===== src/rtl/lcd_status_reader_if.sv =====
// Bus between an LCD read requester and the lcd_status_reader controller.
// The slave modport is the controller; the master modport is the requester plus LCD pins.
interface lcd_status_reader_if;
  logic       REQ;
  logic       MODE;
  logic       POLL;
  logic [7:0] LCD_DB_IN;
  logic       LCD_RS;
  logic       LCD_RW;
  logic       LCD_E;
  logic       LCD_DB_OE;
  logic       RDY;
  logic       VALID;
  logic       BUSY_FLAG;
  logic [6:0] ADDR;
  logic [7:0] RDATA;
  logic       TIMEOUT;
  logic [2:0] STATE_DBG;

  modport slave (
    input  REQ, MODE, POLL, LCD_DB_IN,
    output LCD_RS, LCD_RW, LCD_E, LCD_DB_OE, RDY, VALID,
    output BUSY_FLAG, ADDR, RDATA, TIMEOUT, STATE_DBG
  );

  modport master (
    output REQ, MODE, POLL, LCD_DB_IN,
    input  LCD_RS, LCD_RW, LCD_E, LCD_DB_OE, RDY, VALID,
    input  BUSY_FLAG, ADDR, RDATA, TIMEOUT, STATE_DBG
  );
endinterface


===== src/rtl/lcd_status_reader.sv =====
// HD44780-style LCD read controller: single status/data reads and busy-flag polling
// with a saturating timeout. All LCD pins and results come straight from registers.
module lcd_status_reader #(
  parameter int T_AS      = 2,
  parameter int T_PW      = 12,
  parameter int T_H       = 2,
  parameter int T_GAP     = 24,
  parameter int T_TIMEOUT = 48000
) (
  input  logic                 CLK,
  input  logic                 RST,
  lcd_status_reader_if.slave   bus
);

  typedef enum logic [2:0] {
    IDLE   = 3'd0,
    SETUP  = 3'd1,
    E_HIGH = 3'd2,
    HOLD   = 3'd3,
    GAP    = 3'd4,
    DONE   = 3'd5
  } state_t;

  localparam logic [7:0]  AS_LAST  = 8'(T_AS - 1);
  localparam logic [7:0]  PW_LAST  = 8'(T_PW - 1);
  localparam logic [7:0]  H_LAST   = 8'(T_H - 1);
  localparam logic [7:0]  GAP_LAST = 8'(T_GAP - 1);
  localparam logic [22:0] TO_MAX   = 23'(T_TIMEOUT);

  state_t      state_q;
  logic [7:0]  phase_q;
  logic [22:0] to_cnt_q;
  logic [22:0] to_cnt_d;
  logic [7:0]  phase_d;
  logic        mode_q, poll_q;
  logic [7:0]  cap_q;
  logic        rs_q, rw_q, e_q, oe_q, rdy_q, valid_q;
  logic        bf_q, timeout_q;
  logic [6:0]  addr_q;
  logic [7:0]  rdata_q;

  assign to_cnt_d = (to_cnt_q < TO_MAX) ? to_cnt_q + 23'd1 : to_cnt_q;
  assign phase_d  = phase_q + 8'd1;

  // Sequencer: every output is loaded on the edge that enters the state it belongs to.
  always_ff @(posedge CLK) begin
    if (RST) begin
      state_q   <= IDLE;
      phase_q   <= 8'd0;
      to_cnt_q  <= 23'd0;
      mode_q    <= 1'b0;
      poll_q    <= 1'b0;
      cap_q     <= 8'd0;
      rs_q      <= 1'b0;
      rw_q      <= 1'b0;
      e_q       <= 1'b0;
      oe_q      <= 1'b1;
      rdy_q     <= 1'b1;
      valid_q   <= 1'b0;
      bf_q      <= 1'b0;
      addr_q    <= 7'd0;
      rdata_q   <= 8'd0;
      timeout_q <= 1'b0;
    end else begin
      valid_q <= 1'b0;
      if (state_q != IDLE) begin
        to_cnt_q <= to_cnt_d;
      end
      case (state_q)
        IDLE: begin
          if (bus.REQ) begin
            mode_q    <= bus.MODE;
            poll_q    <= bus.POLL & ~bus.MODE;
            to_cnt_q  <= 23'd0;
            timeout_q <= 1'b0;
            phase_q   <= 8'd0;
            rdy_q     <= 1'b0;
            rw_q      <= 1'b1;
            rs_q      <= bus.MODE;
            oe_q      <= 1'b0;
            state_q   <= SETUP;
          end
        end
        SETUP: begin
          if (phase_q == AS_LAST) begin
            phase_q <= 8'd0;
            e_q     <= 1'b1;
            state_q <= E_HIGH;
          end else begin
            phase_q <= phase_d;
          end
        end
        E_HIGH: begin
          if (phase_q == PW_LAST) begin
            phase_q <= 8'd0;
            cap_q   <= bus.LCD_DB_IN;
            e_q     <= 1'b0;
            state_q <= HOLD;
          end else begin
            phase_q <= phase_d;
          end
        end
        HOLD: begin
          if (phase_q == H_LAST) begin
            phase_q <= 8'd0;
            if (poll_q && cap_q[7] && (to_cnt_q < TO_MAX)) begin
              state_q <= GAP;
            end else begin
              // Bus released and results published together with VALID.
              rw_q      <= 1'b0;
              rs_q      <= 1'b0;
              oe_q      <= 1'b1;
              valid_q   <= 1'b1;
              timeout_q <= poll_q & cap_q[7];
              if (mode_q) begin
                rdata_q <= cap_q;
              end else begin
                bf_q   <= cap_q[7];
                addr_q <= cap_q[6:0];
              end
              state_q <= DONE;
            end
          end else begin
            phase_q <= phase_d;
          end
        end
        GAP: begin
          if (phase_q == GAP_LAST) begin
            phase_q <= 8'd0;
            state_q <= SETUP;
          end else begin
            phase_q <= phase_d;
          end
        end
        DONE: begin
          rdy_q   <= 1'b1;
          state_q <= IDLE;
        end
        default: begin
          e_q     <= 1'b0;
          rw_q    <= 1'b0;
          rs_q    <= 1'b0;
          oe_q    <= 1'b1;
          rdy_q   <= 1'b1;
          state_q <= IDLE;
        end
      endcase
    end
  end

  assign bus.LCD_RS    = rs_q;
  assign bus.LCD_RW    = rw_q;
  assign bus.LCD_E     = e_q;
  assign bus.LCD_DB_OE = oe_q;
  assign bus.RDY       = rdy_q;
  assign bus.VALID     = valid_q;
  assign bus.BUSY_FLAG = bf_q;
  assign bus.ADDR      = addr_q;
  assign bus.RDATA     = rdata_q;
  assign bus.TIMEOUT   = timeout_q;
  assign bus.STATE_DBG = state_q;

endmodule


===== src/flat_wrapper.sv =====
// flat-port wrapper written by rule: the top's interface ports become plain ports
module lcd_status_reader_flat 
#(
  parameter int T_AS      = 2,
  parameter int T_PW      = 12,
  parameter int T_H       = 2,
  parameter int T_GAP     = 24,
  parameter int T_TIMEOUT = 48000
)
  (CLK, RST, bus_REQ, bus_MODE, bus_POLL, bus_LCD_DB_IN, bus_LCD_RS, bus_LCD_RW, bus_LCD_E, bus_LCD_DB_OE, bus_RDY, bus_VALID, bus_BUSY_FLAG, bus_ADDR, bus_RDATA, bus_TIMEOUT, bus_STATE_DBG);
  lcd_status_reader_if bus_i ();
  input  logic CLK;
  input  logic RST;
  input wire logic [$bits(bus_i.REQ)-1:0] bus_REQ;
  input wire logic [$bits(bus_i.MODE)-1:0] bus_MODE;
  input wire logic [$bits(bus_i.POLL)-1:0] bus_POLL;
  input wire logic [$bits(bus_i.LCD_DB_IN)-1:0] bus_LCD_DB_IN;
  output wire logic [$bits(bus_i.LCD_RS)-1:0] bus_LCD_RS;
  output wire logic [$bits(bus_i.LCD_RW)-1:0] bus_LCD_RW;
  output wire logic [$bits(bus_i.LCD_E)-1:0] bus_LCD_E;
  output wire logic [$bits(bus_i.LCD_DB_OE)-1:0] bus_LCD_DB_OE;
  output wire logic [$bits(bus_i.RDY)-1:0] bus_RDY;
  output wire logic [$bits(bus_i.VALID)-1:0] bus_VALID;
  output wire logic [$bits(bus_i.BUSY_FLAG)-1:0] bus_BUSY_FLAG;
  output wire logic [$bits(bus_i.ADDR)-1:0] bus_ADDR;
  output wire logic [$bits(bus_i.RDATA)-1:0] bus_RDATA;
  output wire logic [$bits(bus_i.TIMEOUT)-1:0] bus_TIMEOUT;
  output wire logic [$bits(bus_i.STATE_DBG)-1:0] bus_STATE_DBG;
  assign bus_i.REQ = bus_REQ;
  assign bus_i.MODE = bus_MODE;
  assign bus_i.POLL = bus_POLL;
  assign bus_i.LCD_DB_IN = bus_LCD_DB_IN;
  assign bus_LCD_RS = bus_i.LCD_RS;
  assign bus_LCD_RW = bus_i.LCD_RW;
  assign bus_LCD_E = bus_i.LCD_E;
  assign bus_LCD_DB_OE = bus_i.LCD_DB_OE;
  assign bus_RDY = bus_i.RDY;
  assign bus_VALID = bus_i.VALID;
  assign bus_BUSY_FLAG = bus_i.BUSY_FLAG;
  assign bus_ADDR = bus_i.ADDR;
  assign bus_RDATA = bus_i.RDATA;
  assign bus_TIMEOUT = bus_i.TIMEOUT;
  assign bus_STATE_DBG = bus_i.STATE_DBG;
  lcd_status_reader #(.T_AS(T_AS), .T_PW(T_PW), .T_H(T_H), .T_GAP(T_GAP), .T_TIMEOUT(T_TIMEOUT)) u_core (.CLK(CLK), .RST(RST), .bus(bus_i));
endmodule

===== config.mk =====
export PLATFORM = sky130hd
export DESIGN_NAME = lcd_status_reader_flat
export DESIGN_NICKNAME = d
export VERILOG_FILES = /design/src/rtl/lcd_status_reader_if.sv /design/src/rtl/lcd_status_reader.sv /design/src/flat_wrapper.sv
export SDC_FILE = /design/constraint.sdc
export NUM_CORES = 1
export LEC_CHECK = 0
export CAP_MARGIN = 25
export CORE_MARGIN = 5
export CORE_UTILIZATION = 56
export DETAILED_ROUTE_END_ITERATION = 6
export PLACE_DENSITY = 0.79
export SLEW_MARGIN = 20
export SYNTH_ARGS = -nofsm -noshare
export SYNTH_HDL_FRONTEND = slang
export SYNTH_SLANG_ARGS = --single-unit
export TNS_END_PERCENT = 1

===== constraint.sdc =====
create_clock -name CLK -period 4.7 [get_ports CLK]
set_input_delay 0.94 -clock CLK [delete_from_list [all_inputs] [get_ports CLK]]
set_output_delay 0.94 -clock CLK [all_outputs]
set_load 0.02 [all_outputs]

==> report_table.html <==
<table>
<tr><th>Metric</th><th>Value</th></tr>
<tr><th colspan="2">Run status</th></tr>
<tr><td>Result of the run</td><td>complete, no violations</td></tr>
<tr><th colspan="2">Placement</th></tr>
<tr><td>Placed Instance Area</td><td>3378 um2</td></tr>
<tr><td>Routability cong.</td><td>0.8443</td></tr>
<tr><td>Post-DP HPWL</td><td>4110 um</td></tr>
<tr><td>Port buffer count</td><td>38</td></tr>
<tr><th colspan="2">Clock network</th></tr>
<tr><td>Number of buffers inserted to repair setup after CTS</td><td>0</td></tr>
<tr><td>Quantity of gates resized following cts</td><td>0</td></tr>
<tr><td>Num CTS Buffers</td><td>9</td></tr>
<tr><td>CTS root buffer</td><td>sky130_fd_sc_hd__clkbuf_8</td></tr>
<tr><td>Clock-pin slew reported for the worst setup and hold paths after clock tree synthesis</td><td>0.07 ns</td></tr>
<tr><td>TritonCTS clock tree</td><td>done</td></tr>
<tr><td>CTS max path bufs</td><td>2</td></tr>
<tr><td>Clk_lat worst skew</td><td>0.34 ns</td></tr>
<tr><td>Clock Sinks</td><td>67</td></tr>
<tr><td>Number of buffers inserted for hold repair after clock tree synthesis</td><td>0</td></tr>
<tr><td>H-tree depth reported by CTS</td><td>3</td></tr>
<tr><th colspan="2">Floorplanning</th></tr>
<tr><td>Core ar.</td><td>5107 um2</td></tr>
<tr><td>Die H</td><td>82.72 um</td></tr>
<tr><td>Die area</td><td>6843 um2</td></tr>
<tr><td>Initial Utilization</td><td>57.99%</td></tr>
<tr><td>Die Wd</td><td>82.72 um</td></tr>
<tr><td>Row Count</td><td>26</td></tr>
<tr><td>Number of primary I/O pins</td><td>39</td></tr>
<tr><th colspan="2">Layout</th></tr>
<tr><td>Commonest cells after routing, fill and taps aside</td><td>sky130_fd_sc_hd__dfxtp_1, sky130_fd_sc_hd__nor2_1, sky130_fd_sc_hd__clkdlybuf4s50_1, sky130_fd_sc_hd__mux2i_1, sky130_fd_sc_hd__nand2_1</td></tr>
<tr><td># fillers</td><td>402</td></tr>
<tr><td>Most frequent standard cell in the layout excluding fill and tap cells</td><td>sky130_fd_sc_hd__dfxtp_1</td></tr>
<tr><td>NumNets Final</td><td>361</td></tr>
<tr><td>Share of cells above drive strength 1</td><td>10.86%</td></tr>
<tr><td>Area delta synth-&gt;final</td><td>21.72%</td></tr>
<tr><td>Layout Cell Area excl Fill</td><td>3605 um2</td></tr>
<tr><td>Number of antenna cells inserted</td><td>0</td></tr>
<tr><th colspan="2">Synthesis</th></tr>
<tr><td>Post-Synthesis Mean Instance Area</td><td>9.554 um2</td></tr>
<tr><td>Mux cell area share after synthesis</td><td>8.830%</td></tr>
<tr><td>Post-synth EDFFs</td><td>0</td></tr>
<tr><td>Asr flop ratio synth</td><td>0%</td></tr>
<tr><td>Largest family of logic cells by synthesized area</td><td>simple AND/OR/NAND/NOR gates</td></tr>
<tr><td>Sequential cell area fraction in the yosys report</td><td>45.29%</td></tr>
<tr><td>Post-Synth XOR/XNOR Area</td><td>4.732%</td></tr>
<tr><td>Syn. warnings</td><td>0</td></tr>
<tr><td>Number of flip-flops and latches in the synthesized netlist</td><td>67</td></tr>
<tr><td>Fraction of the mapped netlist area in adder cells</td><td>1.267%</td></tr>
<tr><td>Fraction of the mapped netlist area in simple logic gates</td><td>26.28%</td></tr>
<tr><td>Library cell with the largest summed area after synthesis</td><td>sky130_fd_sc_hd__dfxtp_1</td></tr>
<tr><td>Primary FF master, synth</td><td>sky130_fd_sc_hd__dfxtp_1</td></tr>
<tr><td>Leading cell types by total area after synthesis</td><td>sky130_fd_sc_hd__dfxtp_1, sky130_fd_sc_hd__mux2i_1, sky130_fd_sc_hd__nor2_1</td></tr>
<tr><td>Number of distinct library cells after synthesis</td><td>55</td></tr>
<tr><td>Synth Area in Compound Gates</td><td>10.73%</td></tr>
<tr><td>Netlist area before placement</td><td>2962 um2</td></tr>
<tr><td>Syn_nets</td><td>326</td></tr>
<tr><td>Share of Yosys cell area claimed by the top area cell type</td><td>45.29%</td></tr>
<tr><td>Gate Count Post-Synth</td><td>310</td></tr>
<tr><th colspan="2">Detailed routing</th></tr>
<tr><td>Mean routed wirelength per cell</td><td>14.07 um</td></tr>
<tr><td>DR vias/cell</td><td>5.512</td></tr>
<tr><td>Initial detailed-routing violation count</td><td>143</td></tr>
<tr><td>Post-route ant nets</td><td>0</td></tr>
<tr><td>Routed Wire Length</td><td>5911 um</td></tr>
<tr><td>First drt pass iteration count</td><td>4</td></tr>
<tr><td>Detailed-route DRC error count</td><td>0</td></tr>
<tr><td>Total via count after detailed routing</td><td>2315</td></tr>
<tr><th colspan="2">Setup path</th></tr>
<tr><td>Crit-path slowest cell</td><td>sky130_fd_sc_hd__clkdlybuf4s50_1</td></tr>
<tr><td>Most used cell along the critical path</td><td>sky130_fd_sc_hd__a21oi_1</td></tr>
<tr><td>List of cells traversed by the critical path</td><td>clkdlybuf4s50_1, a21oi_1, nand2_1, a21oi_1, a31o_2</td></tr>
<tr><td>Critical path required time</td><td>4.99 ns</td></tr>
<tr><td>Arrival time of data at the critical path endpoint</td><td>2.96 ns</td></tr>
<tr><td>Startpoint type of the worst setup path</td><td>primary input</td></tr>
<tr><td>Critical Path Max Stage Delay</td><td>0.85 ns</td></tr>
<tr><td>CP Max Fanout</td><td>24</td></tr>
<tr><td>Crit path kind</td><td>primary input to register</td></tr>
<tr><td>Critical path capture point type</td><td>register</td></tr>
<tr><th colspan="2">GRT</th></tr>
<tr><td>Pin count of the biggest net entering global routing</td><td>26</td></tr>
<tr><td>Number of global-route vias before repair</td><td>2266</td></tr>
<tr><td>Initial antenna violation count</td><td>0</td></tr>
<tr><td>GRT Overall Usage</td><td>19.63%</td></tr>
<tr><td>Remaining global-route overflow</td><td>0</td></tr>
<tr><td>Global-route wire length before repair</td><td>10250 um</td></tr>
<tr><th colspan="2">STA</th></tr>
<tr><td>Final Hold Viols</td><td>0</td></tr>
<tr><td>Final-report max-slew violation count</td><td>0</td></tr>
<tr><td>Max Freq</td><td>0.3748 GHz</td></tr>
<tr><td>Clk_skew</td><td>0.008144 ns</td></tr>
<tr><td>Min Tclk post-route</td><td>2.668 ns</td></tr>
<tr><td>Post-route fraction of the period consumed by the critical path</td><td>56.77%</td></tr>
<tr><td>Setup repair after global routing missed its margin</td><td>no</td></tr>
<tr><td>Post-route setup TNS</td><td>0 ns</td></tr>
<tr><td>Slew @ Worst Pin</td><td>0.8841 ns</td></tr>
<tr><td>Max transition margin</td><td>40.92%</td></tr>
<tr><td>Total setup violations reported at the end of the flow</td><td>0</td></tr>
<tr><th colspan="2">Pwr</th></tr>
<tr><td>Total power density per cell area</td><td>342.0 nW/um2</td></tr>
<tr><td>VDD IR max</td><td>0.1975 mV</td></tr>
<tr><td>Leak</td><td>0.001448 uW</td></tr>
<tr><th colspan="2">Worst hold path</th></tr>
<tr><td>HP Class</td><td>register to register</td></tr>
<tr><th colspan="2">Run</th></tr>
<tr><td>Max-Cap Viols</td><td>0</td></tr>
</table>
-- sequential cells by signal, indices dropped and copies added, names as in the netlist --
name / flops
u_core.bus.RDATA: 8
u_core.bus.LCD_DB_OE: 1
u_core.cap_q: 8
u_core.bus.ADDR: 7
u_core.phase_q: 8
u_core.bus.TIMEOUT: 1
u_core.to_cnt_q: 23
u_core.mode_q: 1
u_core.bus.LCD_RS: 1
u_core.bus.RDY: 1
u_core.bus.LCD_E: 1
u_core.bus.VALID: 1
u_core.poll_q: 1
u_core.bus.LCD_RW: 1
u_core.bus.BUSY_FLAG: 1
u_core.bus.STATE_DBG: 3
-- power breakdown --
group | internal [uW] | total [uW] | leakage (uW) | switching [uW]
registers | 579 | 591 | 0.000542 | 12.6
clock network | 313 | 536 | 0.000108 | 223
logic | 45.8 | 106 | 0.000798 | 60.2
-- synth_stat cells, drive strengths merged, types with 2 or more instances --
cell type and instances:
a211oi 2, a21oi 13, and2 9, and3 7, and4 2, buf 6, clkbuf 10, dfxtp 67
ha 3, inv 5, mux2i 25, nand2 21, nand2b 5, nand3 10, nand3b 2, nand4 4
nor2 46, nor2b 2, nor3 14, nor3b 2, nor4 9, nor4b 2, o2111ai 2, o21ai 5
xnor2 13, xor2 3
-- path summary, 6_finish.rpt --
check | start | endpoint | slack (ns) | cells past startpoint
setup / recovery | RST | u_core.to_cnt_q[12] | 2.03 | 5
hold / removal | u_core.to_cnt_q[19] | u_core.to_cnt_q[19] | 0.48 | 1
setup reg to reg | u_core.bus.STATE_DBG[1] | u_core.cap_q[6] | 2.37 | 4
hold reg to reg | u_core.to_cnt_q[19] | u_core.to_cnt_q[19] | 0.48 | 1
-- per-layer routing --
metal	track usage, %	share of wire (%)	up-vias
met5	0	0	-
met4	6.373	1.0	0
met3	7.158	4.5	9
met2	31.25	48	48
met1	24.65	46	1095
li1	-	-	1163
-- kinds of logic (layout without fill, tap and decap cells) --
logic type | after synthesis | count (layout)
AND/OR/NAND/NOR | 140 | 140
flip-flops | 67 | 67
AO/OA/AOI/OAI | 37 | 37
multiplexers | 26 | 26
buffers and inverters | 21 | 61
XOR/XNOR | 16 | 16
adder cells (fa/ha/maj) | 3 | 3
-- layout make-up --
| class | count | area, um2 | share of cell area (%) |
|---|---|---|---|
| clock inverter | 6 | 88.84 | 2.464 |
| inverter | 5 | 18.77 | 0.5207 |
| multi-input combinational | 222 | 1535 | 42.59 |
| sequential | 67 | 1341 | 37.21 |
| tap | 70 | 87.58 | 2.430 |
| clock buffer | 10 | 137.6 | 3.818 |
| timing repair buffer | 40 | 395.4 | 10.97 |
-- metrics by stage --
| step | util [%] | power (uW) | cells | hold slack (ns) | worst slack [ns] |
|---|---|---|---|---|---|
| floorplan | - | 672.5 | 310 | 0.4510 | 2.714 |
| global placement | 66.14 | 708.5 | 404 | 0.4642 | 1.705 |
| global route | 70.58 | 1286 | 420 | 0.4969 | 1.756 |
| detailed placement | 66.14 | 710.7 | 404 | 0.4705 | 1.690 |
| CTS | 70.58 | 1243 | 420 | 0.4853 | 2.011 |
| finish | 70.58 | 1233 | 420 | 0.4815 | 2.032 |
-- worst max-delay path: cells and delay by family --
family,cells,cell delay [ns]
AO/OA/AOI/OAI,3,1.06
AND/OR/NAND/NOR,1,0.11
buffers and inverters,1,0.85
Note: power is estimated with default switching activity, not from simulation.
